==> config.mk <==
export PLATFORM = sky130hd
export DESIGN_NAME = gpio_comm_bridge
export DESIGN_NICKNAME = d
export VERILOG_FILES = /design/src/rtl/gpio_comm_bridge.sv
export SDC_FILE = /design/constraint.sdc
export NUM_CORES = 1
export LEC_CHECK = 0
export CAP_MARGIN = 25
export CORE_MARGIN = 2
export CORE_UTILIZATION = 25
export CTS_CLUSTER_SIZE = 24
export DETAILED_ROUTE_END_ITERATION = 12
export PLACE_DENSITY = 0.48
export SYNTH_ARGS = -nofsm -noshare
export SYNTH_HDL_FRONTEND = slang
export SYNTH_SLANG_ARGS = --single-unit
==> constraint.sdc <==
create_clock -name clk -period 2.95 [get_ports clk]
set_clock_uncertainty 0.05 [all_clocks]
set_input_delay 0.885 -clock clk [delete_from_list [all_inputs] [get_ports clk]]
set_output_delay 0.885 -clock clk [all_outputs]
set_load 0.005 [all_outputs]
==> src/rtl/gpio_comm_bridge.sv <==
// -----------------------------------------------------------------------------
// gpio_comm_bridge
//
// Purpose:
//   Moves payload words between a host-side streaming interface and a core
//   that only exposes a 32-bit GPIO bank. Two toggle handshakes share the bank:
//     downlink (host -> core): bridge drives dn_data + dn_req toggle on gpio_in,
//                              core answers with dn_ack toggle on gpio_out.
//     uplink   (core -> host): core drives up_data + up_req toggle on gpio_out,
//                              bridge answers with up_ack toggle on gpio_in.
//   A TX FIFO buffers host writes and an RX FIFO buffers core uploads.
//
// Ports:
//   clk            single clock
//   resetn         asynchronous active-low reset
//   flush          synchronous clear of both FIFOs (handshake state kept)
//   host_wr_*      valid/ready push into TX FIFO
//   host_rd_*      valid/ready pop from RX FIFO (first-word fall-through)
//   gpio_out       core GPIO outputs  {.., dn_ack, up_req, up_data}
//   gpio_in        core GPIO inputs   {0.., up_ack, dn_req, dn_data}
//   tx_level       TX FIFO occupancy
//   rx_level       RX FIFO occupancy
// -----------------------------------------------------------------------------
module gpio_comm_bridge #(
  parameter int pDATA_WIDTH = 8,
  parameter int pDEPTH      = 4,
  parameter int pSYNC       = 0,
  localparam int LW         = $clog2(pDEPTH) + 1
) (
  input  logic                   clk,
  input  logic                   resetn,
  input  logic                   flush,
  input  logic                   host_wr_valid,
  input  logic [pDATA_WIDTH-1:0] host_wr_data,
  output logic                   host_wr_ready,
  output logic                   host_rd_valid,
  output logic [pDATA_WIDTH-1:0] host_rd_data,
  input  logic                   host_rd_ready,
  input  logic [31:0]            gpio_out,
  output logic [31:0]            gpio_in,
  output logic [LW-1:0]          tx_level,
  output logic [LW-1:0]          rx_level
);

  localparam int AW = $clog2(pDEPTH);
  localparam logic [AW-1:0] PTR_ONE  = AW'(1);
  localparam logic [AW-1:0] PTR_ZERO = AW'(0);
  localparam logic [LW-1:0] LVL_ONE  = LW'(1);
  localparam logic [LW-1:0] LVL_ZERO = LW'(0);
  localparam logic [LW-1:0] LVL_FULL = LW'(pDEPTH);

  typedef enum logic [0:0] {
    ST_IDLE     = 1'b0,
    ST_WAIT_ACK = 1'b1
  } dn_state_e;

  // ---------------------------------------------------------------------------
  // gpio_out conditioning
  // ---------------------------------------------------------------------------
  logic [31:0] gpio_s;

  if (pSYNC == 2) begin : g_sync
    logic [31:0] sync1_q;
    logic [31:0] sync2_q;

    // Two-stage synchronizer on the whole core output bank.
    always_ff @(posedge clk or negedge resetn) begin
      if (!resetn) begin
        sync1_q <= 32'h0000_0000;
        sync2_q <= 32'h0000_0000;
      end else begin
        sync1_q <= gpio_out;
        sync2_q <= sync1_q;
      end
    end

    assign gpio_s = sync2_q;
  end else begin : g_nosync
    assign gpio_s = gpio_out;
  end

  logic [pDATA_WIDTH-1:0] up_data_s;
  logic                   up_req_s;
  logic                   dn_ack_s;
  logic                   unused_gpio_s;

  assign up_data_s     = gpio_s[pDATA_WIDTH-1:0];
  assign up_req_s      = gpio_s[pDATA_WIDTH];
  assign dn_ack_s      = gpio_s[pDATA_WIDTH+1];
  // Upper gpio_out bits carry nothing for this bridge.
  assign unused_gpio_s = ^gpio_s;

  // ---------------------------------------------------------------------------
  // TX FIFO (host -> core)
  // ---------------------------------------------------------------------------
  logic [pDATA_WIDTH-1:0] tx_mem_q [pDEPTH];
  logic [AW-1:0]          tx_wr_ptr_q, tx_wr_ptr_d;
  logic [AW-1:0]          tx_rd_ptr_q, tx_rd_ptr_d;
  logic [LW-1:0]          tx_level_q,  tx_level_d;
  logic                   tx_full_s, tx_empty_s, tx_push_s, tx_pop_s;

  dn_state_e              state_q;

  assign tx_full_s  = (tx_level_q == LVL_FULL);
  assign tx_empty_s = (tx_level_q == LVL_ZERO);
  // flush outranks both push and pop in the same cycle.
  assign tx_push_s  = host_wr_valid && !tx_full_s && !flush;
  assign tx_pop_s   = (state_q == ST_IDLE) && !tx_empty_s && !flush;

  // TX pointer and level next-state.
  always_comb begin
    tx_wr_ptr_d = tx_wr_ptr_q;
    tx_rd_ptr_d = tx_rd_ptr_q;
    tx_level_d  = tx_level_q;
    if (flush) begin
      tx_wr_ptr_d = PTR_ZERO;
      tx_rd_ptr_d = PTR_ZERO;
      tx_level_d  = LVL_ZERO;
    end else begin
      if (tx_push_s) begin
        tx_wr_ptr_d = tx_wr_ptr_q + PTR_ONE;
      end else begin
        tx_wr_ptr_d = tx_wr_ptr_q;
      end
      if (tx_pop_s) begin
        tx_rd_ptr_d = tx_rd_ptr_q + PTR_ONE;
      end else begin
        tx_rd_ptr_d = tx_rd_ptr_q;
      end
      case ({tx_push_s, tx_pop_s})
        2'b10:   tx_level_d = tx_level_q + LVL_ONE;
        2'b01:   tx_level_d = tx_level_q - LVL_ONE;
        default: tx_level_d = tx_level_q;
      endcase
    end
  end

  // TX pointer and level registers.
  always_ff @(posedge clk or negedge resetn) begin
    if (!resetn) begin
      tx_wr_ptr_q <= PTR_ZERO;
      tx_rd_ptr_q <= PTR_ZERO;
      tx_level_q  <= LVL_ZERO;
    end else begin
      tx_wr_ptr_q <= tx_wr_ptr_d;
      tx_rd_ptr_q <= tx_rd_ptr_d;
      tx_level_q  <= tx_level_d;
    end
  end

  // TX storage.
  always_ff @(posedge clk or negedge resetn) begin
    if (!resetn) begin
      for (int i = 0; i < pDEPTH; i++) begin
        tx_mem_q[i] <= {pDATA_WIDTH{1'b0}};
      end
    end else if (tx_push_s) begin
      tx_mem_q[tx_wr_ptr_q] <= host_wr_data;
    end
  end

  // ---------------------------------------------------------------------------
  // Downlink FSM: presents one TX word at a time and waits for dn_ack.
  // ---------------------------------------------------------------------------
  logic [pDATA_WIDTH-1:0] dn_data_q;
  logic                   dn_req_q;

  // Downlink handshake state and its registered gpio_in fields.
  always_ff @(posedge clk or negedge resetn) begin
    if (!resetn) begin
      state_q   <= ST_IDLE;
      dn_data_q <= {pDATA_WIDTH{1'b0}};
      dn_req_q  <= 1'b0;
    end else begin
      case (state_q)
        ST_IDLE: begin
          if (tx_pop_s) begin
            dn_data_q <= tx_mem_q[tx_rd_ptr_q];
            dn_req_q  <= ~dn_req_q;
            state_q   <= ST_WAIT_ACK;
          end
        end
        ST_WAIT_ACK: begin
          // Core has caught up once its ack toggle matches our req toggle.
          if (dn_ack_s == dn_req_q) begin
            state_q <= ST_IDLE;
          end
        end
        default: begin
          state_q <= ST_IDLE;
        end
      endcase
    end
  end

  // ---------------------------------------------------------------------------
  // RX FIFO (core -> host)
  // ---------------------------------------------------------------------------
  logic [pDATA_WIDTH-1:0] rx_mem_q [pDEPTH];
  logic [AW-1:0]          rx_wr_ptr_q, rx_wr_ptr_d;
  logic [AW-1:0]          rx_rd_ptr_q, rx_rd_ptr_d;
  logic [LW-1:0]          rx_level_q,  rx_level_d;
  logic                   rx_full_s, rx_empty_s, rx_push_s, rx_pop_s;
  logic                   up_ack_q;
  logic                   up_pend_s;

  assign rx_full_s  = (rx_level_q == LVL_FULL);
  assign rx_empty_s = (rx_level_q == LVL_ZERO);
  assign up_pend_s  = (up_req_s != up_ack_q);
  assign rx_pop_s   = !rx_empty_s && host_rd_ready && !flush;
  // A full RX may still accept when the host frees the head on the same edge;
  // the written slot equals the popped slot, which is read before the edge.
  assign rx_push_s  = up_pend_s && (!rx_full_s || rx_pop_s) && !flush;

  // RX pointer and level next-state.
  always_comb begin
    rx_wr_ptr_d = rx_wr_ptr_q;
    rx_rd_ptr_d = rx_rd_ptr_q;
    rx_level_d  = rx_level_q;
    if (flush) begin
      rx_wr_ptr_d = PTR_ZERO;
      rx_rd_ptr_d = PTR_ZERO;
      rx_level_d  = LVL_ZERO;
    end else begin
      if (rx_push_s) begin
        rx_wr_ptr_d = rx_wr_ptr_q + PTR_ONE;
      end else begin
        rx_wr_ptr_d = rx_wr_ptr_q;
      end
      if (rx_pop_s) begin
        rx_rd_ptr_d = rx_rd_ptr_q + PTR_ONE;
      end else begin
        rx_rd_ptr_d = rx_rd_ptr_q;
      end
      case ({rx_push_s, rx_pop_s})
        2'b10:   rx_level_d = rx_level_q + LVL_ONE;
        2'b01:   rx_level_d = rx_level_q - LVL_ONE;
        default: rx_level_d = rx_level_q;
      endcase
    end
  end

  // RX pointer and level registers.
  always_ff @(posedge clk or negedge resetn) begin
    if (!resetn) begin
      rx_wr_ptr_q <= PTR_ZERO;
      rx_rd_ptr_q <= PTR_ZERO;
      rx_level_q  <= LVL_ZERO;
    end else begin
      rx_wr_ptr_q <= rx_wr_ptr_d;
      rx_rd_ptr_q <= rx_rd_ptr_d;
      rx_level_q  <= rx_level_d;
    end
  end

  // RX storage.
  always_ff @(posedge clk or negedge resetn) begin
    if (!resetn) begin
      for (int i = 0; i < pDEPTH; i++) begin
        rx_mem_q[i] <= {pDATA_WIDTH{1'b0}};
      end
    end else if (rx_push_s) begin
      rx_mem_q[rx_wr_ptr_q] <= up_data_s;
    end
  end

  // Uplink ack toggles on the same edge that captures up_data.
  always_ff @(posedge clk or negedge resetn) begin
    if (!resetn) begin
      up_ack_q <= 1'b0;
    end else if (rx_push_s) begin
      up_ack_q <= ~up_ack_q;
    end
  end

  // ---------------------------------------------------------------------------
  // Outputs
  // ---------------------------------------------------------------------------
  assign host_wr_ready = !tx_full_s;
  assign host_rd_valid = !rx_empty_s;
  assign host_rd_data  = rx_mem_q[rx_rd_ptr_q];
  assign tx_level      = tx_level_q;
  assign rx_level      = rx_level_q;

  // Assemble gpio_in from registered handshake fields; spare bits stay 0.
  always_comb begin
    gpio_in                  = 32'h0000_0000;
    gpio_in[pDATA_WIDTH-1:0] = dn_data_q;
    gpio_in[pDATA_WIDTH]     = dn_req_q;
    gpio_in[pDATA_WIDTH+1]   = up_ack_q;
  end

endmodule

==> results of run 1 <==
## sequential cells by signal (all words and copies together) (netlist names)
| register | flops |
|---|---|
| up_ack_q | 1 |
| tx_wr_ptr_q | 2 |
| state_q | 1 |
| tx_level | 3 |
| rx_wr_ptr_q | 2 |
| dn_req_q | 1 |
| tx_mem_q | 32 |
| dn_data_q | 8 |
| rx_level | 3 |
| tx_rd_ptr_q | 2 |
| rx_rd_ptr_q | 2 |
| rx_mem_q | 32 |
## stage by stage
stage | std cells | hold slack (ps)
6_report | 597 | 453
5_1_grt | 597 | 470
4_1_cts | 597 | 458
3_5_place_dp | 581 | 442
3_3_place_gp | 581 | 434
2_1_floorplan | 330 | 425
## area by class of cell
cell class	count	area, um2	share of cell area [%]
multi-input combinational	197	2070	36.9
sequential	89	2230	39.8
timing repair buffer	65	681	12.2
tap	225	282	5.03
clock inverter	7	101	1.81
inverter	5	18.8	0.335
clock buffer	9	225	4.02
## how the worst max path moves through the flow
stage                           end  slack (ps)            from  cells past startpoint
CTS                 host_rd_data[7]          60  rx_rd_ptr_q[0]                      3
global route        host_rd_data[7]           6  rx_rd_ptr_q[0]                      3
floorplan               tx_level[1]         450           flush                      7
finish              host_rd_data[2]          90  rx_rd_ptr_q[0]                      3
global placement       tx_mem_q[14]          40           flush                      4
detailed placement     rx_mem_q[30]          50           flush                      6
## cell usage after synthesis (all sizes together) (2+ instances only)
cell	number
and2	5
xnor2	11
dfrtp	89
mux2	74
nand2	9
nor2	10
or3	3
o21ai	4
nand3	2
a21oi	6
inv	5
ha	8
buf	35
nor3	5
nor2b	2
fa	2
mux4	16
clkbuf	4
mux2i	2
## power groups by stage
stage | Sequential (mW) | Combinational, mW | Clock [mW]
floorplan | 2.02 | 1.44 | 0
global placement | 2.15 | 2.08 | 0
detailed placement | 2.17 | 2.11 | 0
CTS | 2.16 | 2.12 | 1.30
global route | 2.23 | 2.29 | 1.35
finish | 2.15 | 2.08 | 1.25
## per-layer routing
layer	wire (um)	part of all wire, %	vias to the layer above	GRT usage, %
li1	-	-	1162	-
met1	3990	45	1280	13.0
met2	4250	48	65	16.3
met3	460	5.2	11	3.29
met4	133	1.5	0	3.74
met5	0	0	-	0
## cells in the final DEF (no fill, tap or decap), types with 2 or more instances in the layout
cell | netlist | layout
mux2i_1 | 2 | 2
mux2_4 | 32 | 32
clkbuf_16 | 0 | 9
mux4_2 | 16 | 16
buf_12 | 0 | 6
conb_1 | 1 | 22
nor2_1 | 10 | 10
nand3_1 | 2 | 2
nor2b_1 | 2 | 2
dfrtp_1 | 89 | 89
bufinv_16 | 0 | 2
mux2_2 | 42 | 42
ha_1 | 8 | 8
inv_6 | 0 | 2
o21ai_0 | 4 | 4
buf_4 | 24 | 12
nand2_8 | 4 | 4
clkdlybuf4s50_1 | 0 | 47
or3_1 | 3 | 3
nand2_1 | 5 | 5
fa_1 | 2 | 2
inv_1 | 5 | 5
xnor2_1 | 11 | 11
clkinvlp_4 | 0 | 2
a21oi_1 | 6 | 6
nor3_1 | 5 | 5
and2_1 | 5 | 5
## kinds of logic (layout without fill, tap and decap cells)
family,Yosys count,count (layout)
multiplexers,92,92
flip-flops,89,89
buffers and inverters,44,86
AND/OR/NAND/NOR,42,42
AO/OA/AOI/OAI,19,19
XOR/XNOR,12,12
adder cells (fa/ha/maj),10,10
other,1,22
## critical path: stages (launching register included)
cell	delay [ps]
dfrtp_1	420
buf_12	170
mux4_2	520
clkdlybuf4s50_1	460
==> summary.txt, run 1 <==
Worst setup path
  – CP endpoint kind: primary output
  – Crit-path max FO: 8
  – Reg2reg start: rx_level[1]
  – WP data required: 2020 ps
  – Worst R2R Path Depth: 6
  – Reg2Reg Setup Slack: 780 ps
  – Critical setup path kind: flop to primary output
  – Data arrival, critical path: 1920 ps
  – Worst R2R End: rx_level[2]
  – Worst Setup Start Kind: flop

Placement
  – Post-Place Setup Slack: 51.9 ps
  – DP HPWL: 5930 um
  – Final RePlAce weighted congestion: 0.732
  – Post-place instance area: 5270 um2
  – Port bufs: 48

Job
  – Maxcap violations: 0

Synthesis
  – Syn Inst Count: 309
  – Post-synthesis adder-cell area fraction: 3.12%
  – Largest family of logic cells by synthesized area: multiplexers
  – Register area share after synthesis: 49.6%
  – Largest cells by area after synthesis: dfrtp_1, mux2_4, mux2_2, mux4_2, buf_4
  – Number of enable flip-flop cells after synthesis: 0
  – Ys async rst share: 100%
  – Syn avg cell area: 14.5 um2
  – Syn. warnings: 0
  – Mux contribution to synthesized area: 29.7%
  – Most used DFF post-synth: dfrtp_1
  – Yosys top cell by area: dfrtp_1
  – Top cell type's share of synthesized area: 49.6%
  – Post-synthesis compound-gate area fraction: 2.62%
  – Netlist cell types: 41
  – Yosys reg bits: 89
  – Synthesized area: 4490 um2
  – Fraction of the mapped netlist area in simple logic gates: 6.39%
  – XOR/XNOR Fraction of Synth Area: 2.34%

Detailed routing
  – Vias/cell: 4.22
  – Drc violations: 0
  – Pre-antenna DRT Iters: 4
  – Vias post-DR: 2,518
  – Routed length per instance: 14.8 um
  – Final wirelength: 8840 um
  – Antenna viol nets, final: 0
  – Initial drt markers: 78

Global route
  – Largest net degree at the start of global routing: 50
  – Total gr overflow: 0
  – Antenna violations before repair: 0
  – All-Layer GR Usage: 10.2%
  – First-pass GRT wire length: 14,500 um
  – Vias in the first global route: 2,670

Power and ir drop
  – Total Power: 5.49 mW
  – VDD IR max: 0.467 mV
  – Clock share of power: 22.8%
  – Switch share: 28.6%
  – Sequential share of power: 39.2%
  – Switch Pwr: 1.57 mW
  – Logic pwr share: 37.9%
  – Leakage power: 2.45 nW
  – Internal power: 3.92 mW
  – Power per standard cell area: 980 nW/um2

Timing
  – Slew Limit Headroom: 51.5%
  – Final Hold Viols: 0
  – Max-slew violation count: 0
  – Setup violators final: 0
  – Post-route minimum period: 2860 ps
  – RSZ-0062 raised after global routing: false
  – Post-route clock period utilization: 96.8%
  – Fmax: 350 MHz
  – Setup ws final: 93.7 ps
  – Least-Margin Pin Slew: 728 ps
  – Setup_tns: 0 ps

Final layout
  – Share of post-route cells with drive strength above 1: 34.9%
  – Final Util: 32.2%
  – Final instance area: 5600 um2
  – Nets: 422
  – Area Overhead vs Synth: 24.8%
  – Fill cells: 1,727
  – Ant diodes: 0

Floorplanning
  – Initial core utilization: 25.8%
  – Die Span Y: 138 um
  – Cell Rows: 48
  – DIE AREA: 19,000 um2
  – Core area: 17,400 um2
  – Io pins: 93
  – Die W: 138 um

Clocking
  – CTS tree: built
  – Clock Latency Late Sink: 340 ps
  – H-tree levels: 3
  – TritonCTS Buffers: 9
  – Sink Count: 89
  – CTS root buf: clkbuf_16
  – Max Root-Sink Buffers: 2
  – Post-cts resize count: 0
  – Hold_buf cts: 0
  – Post-CTS setup buffer count: 0
  – Reg clk slew, reported paths: 70 ps

Worst hold path
  – Min-Delay Startpoint: rx_mem_q[2]
  – Hold crit path type: flop to flop
  – Hold Path End: rx_mem_q[2]
  – Hold depth: 1

Run status
  – Status: complete, no violations
Note: power is estimated with default switching activity, not from simulation.
==> run 2: changes to the inputs <==
--- a/config.mk
+++ b/config.mk
@@ -5,12 +5,14 @@
 export SDC_FILE = /design/constraint.sdc
 export NUM_CORES = 1
 export LEC_CHECK = 0
+export ABC_CLOCK_PERIOD_IN_PS = 2950
 export CAP_MARGIN = 25
 export CORE_MARGIN = 2
 export CORE_UTILIZATION = 25
 export CTS_CLUSTER_SIZE = 24
 export DETAILED_ROUTE_END_ITERATION = 12
 export PLACE_DENSITY = 0.48
+export SLEW_MARGIN = 20
 export SYNTH_ARGS = -nofsm -noshare
 export SYNTH_HDL_FRONTEND = slang
 export SYNTH_SLANG_ARGS = --single-unit
==> results of run 2 <==
Final layout, timing and power as in run 1 (identical DEF).
